===== src/rtl/reset_sequencer.sv =====
// Power-up reset sequencer: waits for PLL lock, holds, then releases rst_out_n bit 0 first with a fixed stagger.
// Optional restart-cause reporting (cause_o, restart_cnt_o) is built when RESET_SEQ_CAUSE_EN is defined.
module reset_sequencer #(
    parameter int N_OUT          = 4,
    parameter int HOLD_CYCLES    = 16,
    parameter int STAGGER_CYCLES = 8,
    parameter int SYNC_STAGES    = 2,
    parameter int CNT_W          = 16
) (
    input  logic             clk,
    input  logic             rst_n,
    input  logic             lock_i,
    input  logic             sw_rst_i,
    output logic [N_OUT-1:0] rst_out_n,
    output logic             all_done_o,
    output logic [1:0]       state_o
`ifdef RESET_SEQ_CAUSE_EN
    ,
    output logic [1:0]       cause_o,
    output logic [7:0]       restart_cnt_o
`endif
);

    typedef enum logic [1:0] {
        ST_ASSERT  = 2'd0,
        ST_HOLD    = 2'd1,
        ST_RELEASE = 2'd2,
        ST_DONE    = 2'd3
    } state_t;

    localparam logic [2:0]       LAST_IDX = 3'(N_OUT - 1);
    localparam logic [CNT_W-1:0] HOLD_END = CNT_W'(HOLD_CYCLES - 1);
    localparam logic [CNT_W-1:0] STAG_END = CNT_W'(STAGGER_CYCLES - 1);

    logic [SYNC_STAGES-1:0] lock_sync_r;
    logic                   lock_s;
    state_t                 state_r, state_nxt_s;
    logic [CNT_W-1:0]       cnt_r, cnt_nxt_s;
    logic [2:0]             idx_r, idx_nxt_s;
    logic [N_OUT-1:0]       rst_out_r, rst_out_nxt_s, release_mask_s;
    logic                   done_r, done_nxt_s;
    logic                   restart_s;

    assign lock_s    = lock_sync_r[SYNC_STAGES-1];
    assign restart_s = (state_r != ST_ASSERT) && (!lock_s || sw_rst_i);

    // Lock synchronizer chain for the asynchronous PLL indication
    always_ff @(posedge clk or negedge rst_n) begin
        if (!rst_n) begin
            lock_sync_r <= '0;
        end else begin
            lock_sync_r <= {lock_sync_r[SYNC_STAGES-2:0], lock_i};
        end
    end

    // One-hot mask selecting the output released next
    always_comb begin
        release_mask_s = '0;
        for (int i = 0; i < N_OUT; i++) begin
            if (i == int'(idx_r)) begin
                release_mask_s[i] = 1'b1;
            end else begin
                release_mask_s[i] = 1'b0;
            end
        end
    end

    // Next-state and next-output logic; a restart overrides everything outside ASSERT
    always_comb begin
        state_nxt_s   = state_r;
        cnt_nxt_s     = cnt_r;
        idx_nxt_s     = idx_r;
        rst_out_nxt_s = rst_out_r;
        done_nxt_s    = done_r;
        if (restart_s) begin
            state_nxt_s   = ST_ASSERT;
            cnt_nxt_s     = '0;
            idx_nxt_s     = 3'd0;
            rst_out_nxt_s = '0;
            done_nxt_s    = 1'b0;
        end else begin
            case (state_r)
                ST_ASSERT: begin
                    if (lock_s) begin
                        state_nxt_s = ST_HOLD;
                        cnt_nxt_s   = '0;
                    end else begin
                        state_nxt_s = ST_ASSERT;
                    end
                end
                ST_HOLD, ST_RELEASE: begin
                    if (cnt_r == ((state_r == ST_HOLD) ? HOLD_END : STAG_END)) begin
                        rst_out_nxt_s = rst_out_r | release_mask_s;
                        cnt_nxt_s     = '0;
                        if (idx_r == LAST_IDX) begin
                            state_nxt_s = ST_DONE;
                            done_nxt_s  = 1'b1;
                        end else begin
                            state_nxt_s = ST_RELEASE;
                            idx_nxt_s   = idx_r + 3'd1;
                        end
                    end else begin
                        cnt_nxt_s = cnt_r + CNT_W'(1);
                    end
                end
                ST_DONE: begin
                    state_nxt_s = ST_DONE;
                end
                default: begin
                    state_nxt_s   = ST_ASSERT;
                    cnt_nxt_s     = '0;
                    idx_nxt_s     = 3'd0;
                    rst_out_nxt_s = '0;
                    done_nxt_s    = 1'b0;
                end
            endcase
        end
    end

    // Sequencer state and registered outputs
    always_ff @(posedge clk or negedge rst_n) begin
        if (!rst_n) begin
            state_r   <= ST_ASSERT;
            cnt_r     <= '0;
            idx_r     <= 3'd0;
            rst_out_r <= '0;
            done_r    <= 1'b0;
        end else begin
            state_r   <= state_nxt_s;
            cnt_r     <= cnt_nxt_s;
            idx_r     <= idx_nxt_s;
            rst_out_r <= rst_out_nxt_s;
            done_r    <= done_nxt_s;
        end
    end

    assign rst_out_n  = rst_out_r;
    assign all_done_o = done_r;
    assign state_o    = state_r;

`ifdef RESET_SEQ_CAUSE_EN
    logic [1:0] cause_r;
    logic [7:0] restart_cnt_r;

    // Restart cause capture; software request wins when it coincides with lock loss
    always_ff @(posedge clk or negedge rst_n) begin
        if (!rst_n) begin
            cause_r       <= 2'b00;
            restart_cnt_r <= 8'd0;
        end else if (restart_s) begin
            cause_r       <= sw_rst_i ? 2'b10 : 2'b01;
            restart_cnt_r <= (restart_cnt_r == 8'd255) ? 8'd255 : restart_cnt_r + 8'd1;
        end else begin
            cause_r       <= cause_r;
            restart_cnt_r <= restart_cnt_r;
        end
    end

    assign cause_o       = cause_r;
    assign restart_cnt_o = restart_cnt_r;
`endif

endmodule


===== config.mk =====
export PLATFORM = sky130hd
export DESIGN_NAME = reset_sequencer
export DESIGN_NICKNAME = d
export VERILOG_FILES = /design/src/rtl/reset_sequencer.sv
export SDC_FILE = /design/constraint.sdc
export NUM_CORES = 1
export LEC_CHECK = 0
export ABC_CLOCK_PERIOD_IN_PS = 2600
export CORE_ASPECT_RATIO = 1.1
export CORE_UTILIZATION = 42
export DETAILED_ROUTE_END_ITERATION = 16
export PLACE_DENSITY_LB_ADDON = 0.1
export SETUP_SLACK_MARGIN = 0.1
export SLEW_MARGIN = 20
export SYNTH_ARGS = -nofsm -noshare
export SYNTH_HDL_FRONTEND = slang
export SYNTH_SLANG_ARGS = --single-unit

===== constraint.sdc =====
create_clock -name clk -period 2.6 [get_ports clk]
set_input_delay 0.39 -clock clk [delete_from_list [all_inputs] [get_ports clk]]
set_output_delay 0.39 -clock clk [all_outputs]
set_load 0.1 [all_outputs]

==> metrics.csv, run 1 <==
stage;metric;value;unit
power_and_ir_drop;p_sw;540;uW
worst_setup_path;r2r_end;cnt_r[8];
status;status;completed;
worst_setup_path;r2r_setup_slack;0.43;ns
power_and_ir_drop;p_per_area;753;mW/mm^2
worst_setup_path;r2r_cells;6;
route;via_per_inst;5.20;
global_route;first_global_vias;1142;
synth;syn-mean-instance-area;10.3;um^2
synth;ys.flop_type;dfrtp_1;
worst_setup_path;critPathKind;register to register;
route;wirelength;2800;um
timing;rsz0062_at_grt;false;
route;drt_iter0_markers;41;
timing;finalSetupViolCount;0;
timing;finalSetupTns;0;ns
worst_setup_path;cp-start-kind;register;
worst_hold_path;hold_class;register to register;
worst_setup_path;path_max_fanout;11;
layout;fill_cells;344;
die;fp.coreArea;0.00344;mm^2
power_and_ir_drop;clkPwrFrac;21.5;%
power_and_ir_drop;pwr-share-seq;37.9;%
global_route;antenna_found_initial;0;
placed_design;placed_area;0.00170;mm^2
clock_network;root_buffer;clkbuf_4;
placed_design;post-place-ws;0.404;ns
timing;hold_viol;0;
route;ant_nets;0;
synth;netlist_top_cells_count;dfrtp_1, nor2_1, nand2_1;
power_and_ir_drop;finalPower;1.32;mW
synth;ys_warn_count;0;
synth;async_flop_share;100;%
power_and_ir_drop;swShare;41.0;%
clock_network;numClockSinks;28;
power_and_ir_drop;pwr-share-comb;40.6;%
clock_network;cts_buffer_depth;2;
timing;drv_slew;0;
global_route;track_usage;16.8;%
synth;synth.distinct_cells;40;
timing;period_minus_slack;2.17;ns
synth;yosysSeqAreaShare;44.9;%
clock_network;cts.repair.resized;0;
timing;finalCritPeriodShare;83.3;%
layout;final_nets;179;
global_route;grt_max_degree;17;
synth;synth-edff-count;0;
clock_network;clk_latency;0.33;ns
clock_network;path_clk_slew;0.15;ns
synth;synth.top_cells.by_area;dfrtp_1, ha_1, nor2_1;
route;routedWlPerCell;13.1;um
clock_network;cts_tree;done;
synth;synthMostInstantiatedCell;dfrtp_1;
placed_design;io_buffers;10;
global_route;grt_pass1_wl;5050;um
power_and_ir_drop;intPower;777;uW
layout;syn_to_final_growth;12.3;%
worst_setup_path;end_kind;register;
timing;worstMarginPinSlew;0.588;ns
power_and_ir_drop;p_leak;0.754;nW
clock_network;htree_levels;1;
clock_network;numCtsBuffers;3;
synth;synth_cells;152;
global_route;overflow;0;
die;dieArea;0.00396;mm^2
timing;fin_ws;0.433;ns
clock_network;holdBufCountCts;0;
die;die_w;60.1;um
worst_hold_path;hold_path_depth;0;
synth;syn-num-nets;165;
synth;syn-cell-area;0.00156;mm^2
worst_setup_path;required;2.81;ns
worst_setup_path;arrival;2.38;ns
placed_design;dp_hpwl;2190;um
die;initial_core_util;45.3;%
clock_network;cts_setup_buffers;0;
synth;ys_ff_latch;28;
die;rows;22;
power_and_ir_drop;vdd_drop_max;0.726;mV
worst_hold_path;hp-start;lock_sync_r[0];
worst_setup_path;timing.rr.start;state_o[0];
layout;layout-drive-gt1-share;15.8;%
route;vias;1107;
layout;regArea;703;um^2
timing;skew;0.00810;ns
die;die_h;65.9;um
timing;relSlewSlack;60.7;%
flow_run;drv_cap;0;
layout;antenna_cells;0;
layout;multiInputGateArea;800;um^2
die;pin_count;11;
synth;synth_top_area_share;44.9;%
worst_hold_path;min_to;lock_sync_r[1];
timing;fmax;461;MHz
placed_design;gp_congestion;0.804;
layout;stdcell_area;0.00175;mm^2
route;first_pass_iters;4;
route;drcViolationCount;0;
synth;yosys.area.top_type;dfrtp_1;
-- per-layer routing --
metal	vias up	global-route usage, %	wire length, um
met1	535	22.2	1360
met3	2	3.33	63
met4	0	4.94	17
li1	560	-	-
met5	-	0	0
met2	10	27.4	1360
-- worst max-delay path, stage by stage, from the launching register on --
cell and delay (ns):
dfrtp_2 0.46, ha_1 0.21, xnor2_1 0.20, nand4_1 0.20
o211ai_2 0.38, nor2b_2 0.49, nor2_1 0.10
-- cells by family (layout without fill, tap and decap cells) --
logic type | after synthesis | after routing | synth area share [%]
buf+inv | 12 | 25 | 3.77
flops | 28 | 28 | 44.9
fa+ha+maj | 9 | 9 | 7.22
simple gates | 68 | 68 | 26.5
compound gates | 21 | 21 | 9.63
mux | 1 | 1 | 0.642
xor+xnor | 13 | 13 | 7.30
-- flip-flops by register name, summed over array words and instances (netlist names) --
name and flops:
cnt_r 16, all_done_o 1, lock_sync_r 2, idx_r 3, state_o 2, rst_out_n 4
-- worst max path at each step --
stage	startpoint	to	cells after the start
3_3_place_gp	state_o[0]	cnt_r[14]	6
4_1_cts	state_o[0]	cnt_r[8]	6
2_1_floorplan	state_o[1]	cnt_r[10]	7
3_5_place_dp	state_o[0]	cnt_r[14]	6
5_1_grt	cnt_r[8]	cnt_r[14]	5
6_report	state_o[0]	cnt_r[8]	6
-- per-stage QoR --
stage	hold WS, ns	utilization [%]	instances
after floorplan	0.0944	-	152
after global placement	0.338	49.3	209
after detailed placement	0.339	49.3	209
after CTS	0.374	50.9	213
after global routing	0.382	50.9	213
final	0.370	50.9	213
-- cells in the final DEF (no fill, tap or decap), types with 2 or more instances in the layout --
master,instances
a211oi_1,2
a21oi_1,5
a22o_1,3
buf_4,10
clkbuf_4,3
clkdlybuf4s50_1,3
dfrtp_1,26
dfrtp_2,2
ha_1,9
inv_1,8
nand2_1,11
nand3_1,8
nand4_1,5
nor2_1,21
nor2b_1,2
nor3_1,3
nor4_1,5
nor4b_4,2
o211ai_1,2
o21a_1,2
o21ai_0,2
xnor2_1,6
xor2_1,7
-- final cells by class --
class	instances	area share [%]
Clock buffer	3	1.29
Clock inverter	1	1.72
Inverter	8	1.72
Multi-Input combinational cell	112	45.7
Sequential cell	28	40.2
Tap cell	48	3.43
Timing Repair Buffer	13	6.00
-- power groups by stage --
stage | clock, mW | sequential (mW) | combinational (mW)
2_1_floorplan | 0 | 0.595 | 0.357
3_3_place_gp | 0 | 0.507 | 0.529
3_5_place_dp | 0 | 0.508 | 0.537
4_1_cts | 0.294 | 0.500 | 0.540
5_1_grt | 0.311 | 0.507 | 0.584
6_report | 0.283 | 0.500 | 0.535
(Power assumes the default switching activity.)
==> inputs of run 2 (changes only) <==
Settings changed: ABC_CLOCK_PERIOD_IN_PS 2600 to 1900.
Clock period 2.6 ns to 1.9 ns, I/O delays scaled along.
==> metrics.csv, run 2 (same netlist as run 1, synthesis figures left out) <==
stage;metric;value;unit;change
timing;fmax;521;MHz;+13%
global_route;first_global_vias;1257;;+10%
worst_setup_path;r2r_setup_slack;-0.02;ns;-0.45 ns
die;die_w;60.1;um;unchanged
timing;finalCritPeriodShare;101;%;+18 points
clock_network;cts_tree;done;;
clock_network;clk_latency;0.33;ns;about the same
die;fp.coreArea;0.00344;mm^2;unchanged
worst_setup_path;arrival;2.15;ns;-0.23 ns
global_route;grt_pass1_wl;5690;um;+13%
global_route;grt_max_degree;29;;+12
die;die_h;65.9;um;unchanged
global_route;overflow;0;;unchanged
worst_hold_path;hold_class;primary input to asynchronous set/reset pin;;
worst_setup_path;r2r_cells;7;;+1
clock_network;cts_buffer_depth;2;;unchanged
route;drt_iter0_markers;23;;-44%
status;violations;setup timing;;
worst_setup_path;timing.rr.start;state_o[0];;
placed_design;dp_hpwl;2390;um;+9.1%
route;via_per_inst;5.27;;+1.3%
layout;final_cells;249;;+17%
worst_setup_path;cp-start-kind;register;;
power_and_ir_drop;p_per_area;1200;mW/mm^2;+59%
flow_run;drv_cap;0;;unchanged
route;drcViolationCount;0;;unchanged
die;initial_core_util;45.3;%;unchanged
timing;skew;0.00181;ns;-0.00629 ns
route;vias;1311;;+18%
worst_setup_path;required;2.14;ns;-0.67 ns
layout;mostFrequentLayoutCell;buf_4;;
route;wirelength;3670;um;+31%
timing;finalSetupViolCount;1;;+1
timing;drv_slew;0;;unchanged
layout;final_util;66.5;%;+16 points
status;status;finished, violations left;;
power_and_ir_drop;finalPower;2.74;mW;+110%
clock_network;path_clk_slew;0.15;ns;about the same
clock_network;root_buffer;clkbuf_4;;
placed_design;gp_congestion;0.808;;+0.41%
layout;largest_reg_flops;16;;unchanged
timing;fin_ws;-0.0186;ns;-0.452 ns
power_and_ir_drop;p_leak;0.992;nW;+32%
layout;syn_to_final_growth;46.9;%;
route;routedWlPerCell;14.8;um;+12%
timing;rsz0062_at_grt;true;;
layout;regMostFlops;cnt_r;;
worst_setup_path;path_max_fanout;5;;-6
timing;period_minus_slack;1.92;ns;-0.248 ns
clock_network;numCtsBuffers;3;;unchanged
die;rows;22;;unchanged
layout;final_nets;215;;+20%
worst_setup_path;critPathKind;register to register;;
timing;whs;0.308;ns;-0.0620 ns
worst_setup_path;r2r_end;cnt_r[3];;
layout;layout-drive-gt1-share;44.8;%;+29 points
worst_setup_path;end_kind;register;;
die;dieArea;0.00396;mm^2;unchanged
layout;final_cell_mix;buf_4, dfrtp_1, nor2_1;;
global_route;track_usage;19.4;%;+2.6 points
timing;worstMarginPinSlew;0.436;ns;-0.152 ns
die;pin_count;11;;unchanged
clock_network;htree_levels;1;;unchanged
timing;hold_viol;0;;unchanged
placed_design;io_buffers;10;;unchanged
layout;antenna_cells;0;;unchanged
global_route;antenna_found_initial;0;;unchanged
timing;relSlewSlack;70.8;%;+10 points
route;first_pass_iters;4;;unchanged
route;ant_nets;0;;unchanged
placed_design;dpl.cell_count;230;;+10%
power_and_ir_drop;vdd_drop_max;0.903;mV;+24%
clock_network;numClockSinks;28;;unchanged
-- run 2: report_power, final --
part,total (mW),internal (mW),switching (mW)
combinational,1.65,0.829,0.822
clock,0.395,0.213,0.182
sequential,0.691,0.646,0.0447
total,2.74,1.69,1.05
-- run 2: what timing repair did --
action / 4_1_cts / 5_1_grt
hold endpoints to repair: 0 / 0
resized for setup: 22 / 25
endpoints found under the setup margin: 25 / 26
pin swaps: 17 / 18
hold buffers: 0 / 0
setup buffers: 8 / 10
-- run 2: routing by layer --
| metal | share of wire, % | global-route usage (%) | wire length (um) |
|---|---|---|---|
| met1 | 42 | 24.4 | 1550 |
| met4 | 1.9 | 6.10 | 68 |
| met3 | 3.1 | 3.13 | 114 |
| met2 | 53 | 33.5 | 1940 |
| met5 | 0 | 0 | 0 |
-- run 2: how the worst max path moves through the flow --
| stage | slack [ns] | endpoint | start | cells past startpoint |
|---|---|---|---|---|
| global placement | -0.12 | cnt_r[15] | state_o[0] | 7 |
| finish | -0.02 | cnt_r[3] | state_o[0] | 7 |
| CTS | 0.002 | cnt_r[3] | state_o[0] | 7 |
| global route | -0.09 | cnt_r[3] | state_o[0] | 6 |
| floorplan | -0.11 | cnt_r[4] | state_o[1] | 8 |
| detailed placement | -0.12 | cnt_r[12] | sw_rst_i | 6 |
-- run 2: worst max-delay path, cell delays in order (launching register included) --
cell	delay, ns
dfrtp_4	0.55
ha_4	0.19
xnor2_4	0.13
nand4_1	0.20
o211ai_4	0.30
buf_6	0.14
nor4_2	0.04
a211o_1	0.27
-- run 2: area by class of cell --
class                   instances  area, um^2
clock inverters                 1        30.0
repair buffers                 49         418
well taps                      48        60.1
multi-input cells             112        1010
fillers                       274        1150
clock buffers                   3        22.5
inverters                       8        38.8
flip-flops and latches         28         709
-- run 2: per-stage QoR --
stage / worst slack, ns / cell area (um^2) / setup TNS, ns
after floorplan: -0.111 / 1600 / -1.34
after global placement: -0.115 / 1900 / -1.45
after detailed placement: -0.121 / 1900 / -1.13
after CTS: 0.00165 / 2120 / 0
after global routing: -0.0872 / 2290 / -0.824
final: -0.0186 / 2290 / -0.0186
==> inputs of run 3 (changes only) <==
Settings changed: ABC_AREA from default to 1, CTS_CLUSTER_DIAMETER from default to 80.
==> metrics.csv, run 3 <==
stage;metric;value;unit;change
power_and_ir_drop;p_leak;0.972;nW;-2.0%
route;ant_nets;0;;unchanged
placed_design;io_buffers;10;;unchanged
timing;worstMarginPinSlew;0.372;ns;-0.0639 ns
clock_network;numCtsBuffers;3;;unchanged
die;rows;23;;+4.5%
worst_setup_path;cp_num_buf_inv;4;;+3
die;fp.coreArea;0.00377;mm^2;+9.6%
worst_setup_path;cp-start-kind;register;;
synth;async_flop_share;100;%;unchanged
layout;antenna_cells;0;;unchanged
layout;largest_reg_flops;16;;unchanged
global_route;antenna_found_initial;0;;unchanged
die;pin_count;11;;unchanged
layout;fill_cells;369;;+35%
clock_network;root_buffer;clkbuf_8;;
worst_setup_path;crit_path_frequent_cell;inv_1;;
clock_network;cts_tree;done;;
global_route;first_global_vias;1384;;+10%
global_route;met2_usage;37.2;%;+3.8 points
status;status;completed;;
worst_setup_path;required;2.06;ns;-0.08 ns
timing;period_minus_slack;1.71;ns;-0.205 ns
global_route;overflow;0;;unchanged
synth;ys.flop_type;dfrtp_1;;
die;die_w;62.9;um;+4.6%
layout;syn_to_final_growth;21.0;%;
global_route;grt_pass1_wl;6240;um;+9.6%
placed_design;dp_hpwl;2810;um;+18%
clock_network;numClockSinks;28;;unchanged
synth;synth_cells;221;;+45%
timing;relSlewSlack;75.1;%;+4.3 points
worst_setup_path;r2r_end;state_o[1];;
layout;final_cell_mix;nand2_1, inv_1, dfrtp_1;;
global_route;grt_busiest_layer;met2;;
power_and_ir_drop;vdd_drop_max;0.861;mV;-4.6%
global_route;grt_use_met3;1.97;%;-1.2 points
timing;drv_slew;0;;unchanged
clock_network;holdBufCountCts;0;;unchanged
worst_setup_path;path_max_fanout;5;;unchanged
route;vias;1431;;+9.2%
layout;layout-drive-gt1-share;22.6;%;-22 points
layout;regMostFlops;cnt_r;;
worst_setup_path;critical_path.top_delay_family;flip-flops;;
timing;finalCritPeriodShare;90.2;%;-11 points
worst_setup_path;r2r_cells;10;;+3
timing;hold_viol;0;;unchanged
route;routedWlPerCell;12.1;um;-18%
synth;ys_ff_latch;28;;unchanged
clock_network;cts_buffer_depth;2;;unchanged
synth;syn-cell-area;0.00171;mm^2;+9.8%
global_route;track_usage;18.6;%;-0.83 points
worst_setup_path;critPathKind;register to register;;
die;die_h;69.0;um;+4.6%
placed_design;gp_congestion;0.847;;+4.9%
global_route;met1_usage;21.2;%;-3.2 points
route;drcViolationCount;0;;unchanged
timing;finalSetupTns;0;ns;+0.0186 ns
worst_setup_path;worst_path_max_delay_cell;dfrtp_4;;
global_route;grt_max_degree;16;;-45%
timing;rsz0062_at_grt;true;;
timing;finalSetupViolCount;0;;-1
timing;skew;0.00385;ns;+0.00205 ns
synth;synth-edff-count;0;;unchanged
worst_setup_path;slowest_delay;0.50;ns;-0.05 ns
layout;mostFrequentLayoutCell;nand2_1;;
worst_hold_path;hold_class;primary input to asynchronous set/reset pin;;
synth;ys_warn_count;0;;unchanged
route;first_pass_iters;4;;unchanged
clock_network;htree_levels;1;;unchanged
synth;synthMostInstantiatedCell;nand2_1;;
route;wirelength;3610;um;-1.6%
synth;synth_top_area_share;40.9;%;-4.0 points
synth;syn-num-nets;234;;+42%
route;via_per_inst;4.80;;-8.8%
synth;syn-mean-instance-area;7.74;um^2;-24%
flow_run;drv_cap;0;;unchanged
synth;netlist_top_cells_count;nand2_1, inv_1, dfrtp_1;;
worst_setup_path;arrival;1.87;ns;-0.28 ns
route;drt_iter0_markers;45;;+96%
synth;synth.distinct_cells;26;;-35%
worst_setup_path;path_cells;inv_2 -> ha_4 -> inv_1 -> nand2_4 -> inv_1 -> nor2_4 -> nand2_2 -> buf_4 -> nand3_1 -> o21ai_0;;
timing;fmax;584;MHz;+12%
clock_network;clk_latency;0.27;ns;-0.06 ns
worst_setup_path;timing.rr.start;state_o[0];;
layout;stdcell_area;0.00207;mm^2;-9.6%
layout;final_nets;262;;+22%
worst_setup_path;r2r_setup_slack;0.19;ns;+0.21 ns
power_and_ir_drop;p_per_area;1200;mW/mm^2;about the same
worst_setup_path;end_kind;register;;
die;initial_core_util;45.4;%;+0.094 points
synth;synth.top_cells.by_area;dfrtp_1, nand2_1, ha_1;;
die;dieArea;0.00433;mm^2;+9.5%
clock_network;path_clk_slew;0.10;ns;-0.05 ns
placed_design;placed_area;0.00192;mm^2;+1.3%
synth;yosysSeqAreaShare;40.9;%;-4.0 points
layout;final_util;54.9;%;-12 points
synth;yosys.area.top_type;dfrtp_1;;
run 3: final cells by class:
cell class / count / area, um^2 / share of cell area, %
flip-flops and latches: 28 / 708 / 34.2
multi-input cells: 159 / 932 / 45.0
repair buffers: 23 / 180 / 8.70
well taps: 50 / 62.6 / 3.02
clock buffers: 4 / 55.1 / 2.66
inverters: 34 / 133 / 6.40
run 3: cell families after synthesis:
family / Yosys count / share of synthesized area (%)
XOR/XNOR: 5 / 2.56
flip-flops: 28 / 40.9
buffers and inverters: 35 / 7.89
AO/OA/AOI/OAI: 21 / 6.36
adder cells (fa/ha/maj): 9 / 6.58
AND/OR/NAND/NOR: 123 / 35.7
run 3: where the power goes:
group	switching (mW)	internal [mW]	total [mW]	leakage, nW
registers	0.0509	0.667	0.718	0.378
clock network	0.185	0.185	0.370	0.0288
logic	0.873	0.516	1.39	0.565
total	1.11	1.37	2.48	0.972
run 3: metrics by stage:
| stage | total power, mW | cells | hold WS (ns) | worst slack (ns) |
|---|---|---|---|---|
| finish | 2.48 | 298 | 0.282 | 0.187 |
| detailed placement | 1.88 | 287 | 0.336 | 0.103 |
| CTS | 2.27 | 291 | 0.290 | 0.145 |
| floorplan | 1.59 | 221 | -0.0106 | 0.113 |
| global placement | 1.87 | 287 | 0.344 | 0.0859 |
| global route | 2.66 | 298 | 0.303 | 0.0787 |
run 3: layer usage:
metal	share of wire [%]	routed length [um]	vias up
met3	1.3	47	2
met5	0	0	-
met2	51	1850	9
met1	47	1700	670
met4	0.53	19	0
li1	-	-	750
run 3: worst max-delay path by stage:
stage                           from    endpoint  cells after the start
after floorplan           state_o[1]    cnt_r[4]                     10
after global placement      sw_rst_i    cnt_r[2]                     10
after detailed placement    sw_rst_i   cnt_r[15]                     10
after CTS                 state_o[1]    cnt_r[6]                      9
after global routing      state_o[0]  state_o[1]                     10
final                     state_o[0]  state_o[1]                     10
run 3: what timing repair did:
action                                  4_1_cts  5_1_grt
endpoints found under the setup margin        6       16
gates cloned                                  0        1
resized for setup                             1        8
pin swaps                                     0        3
setup buffers                                 0        6
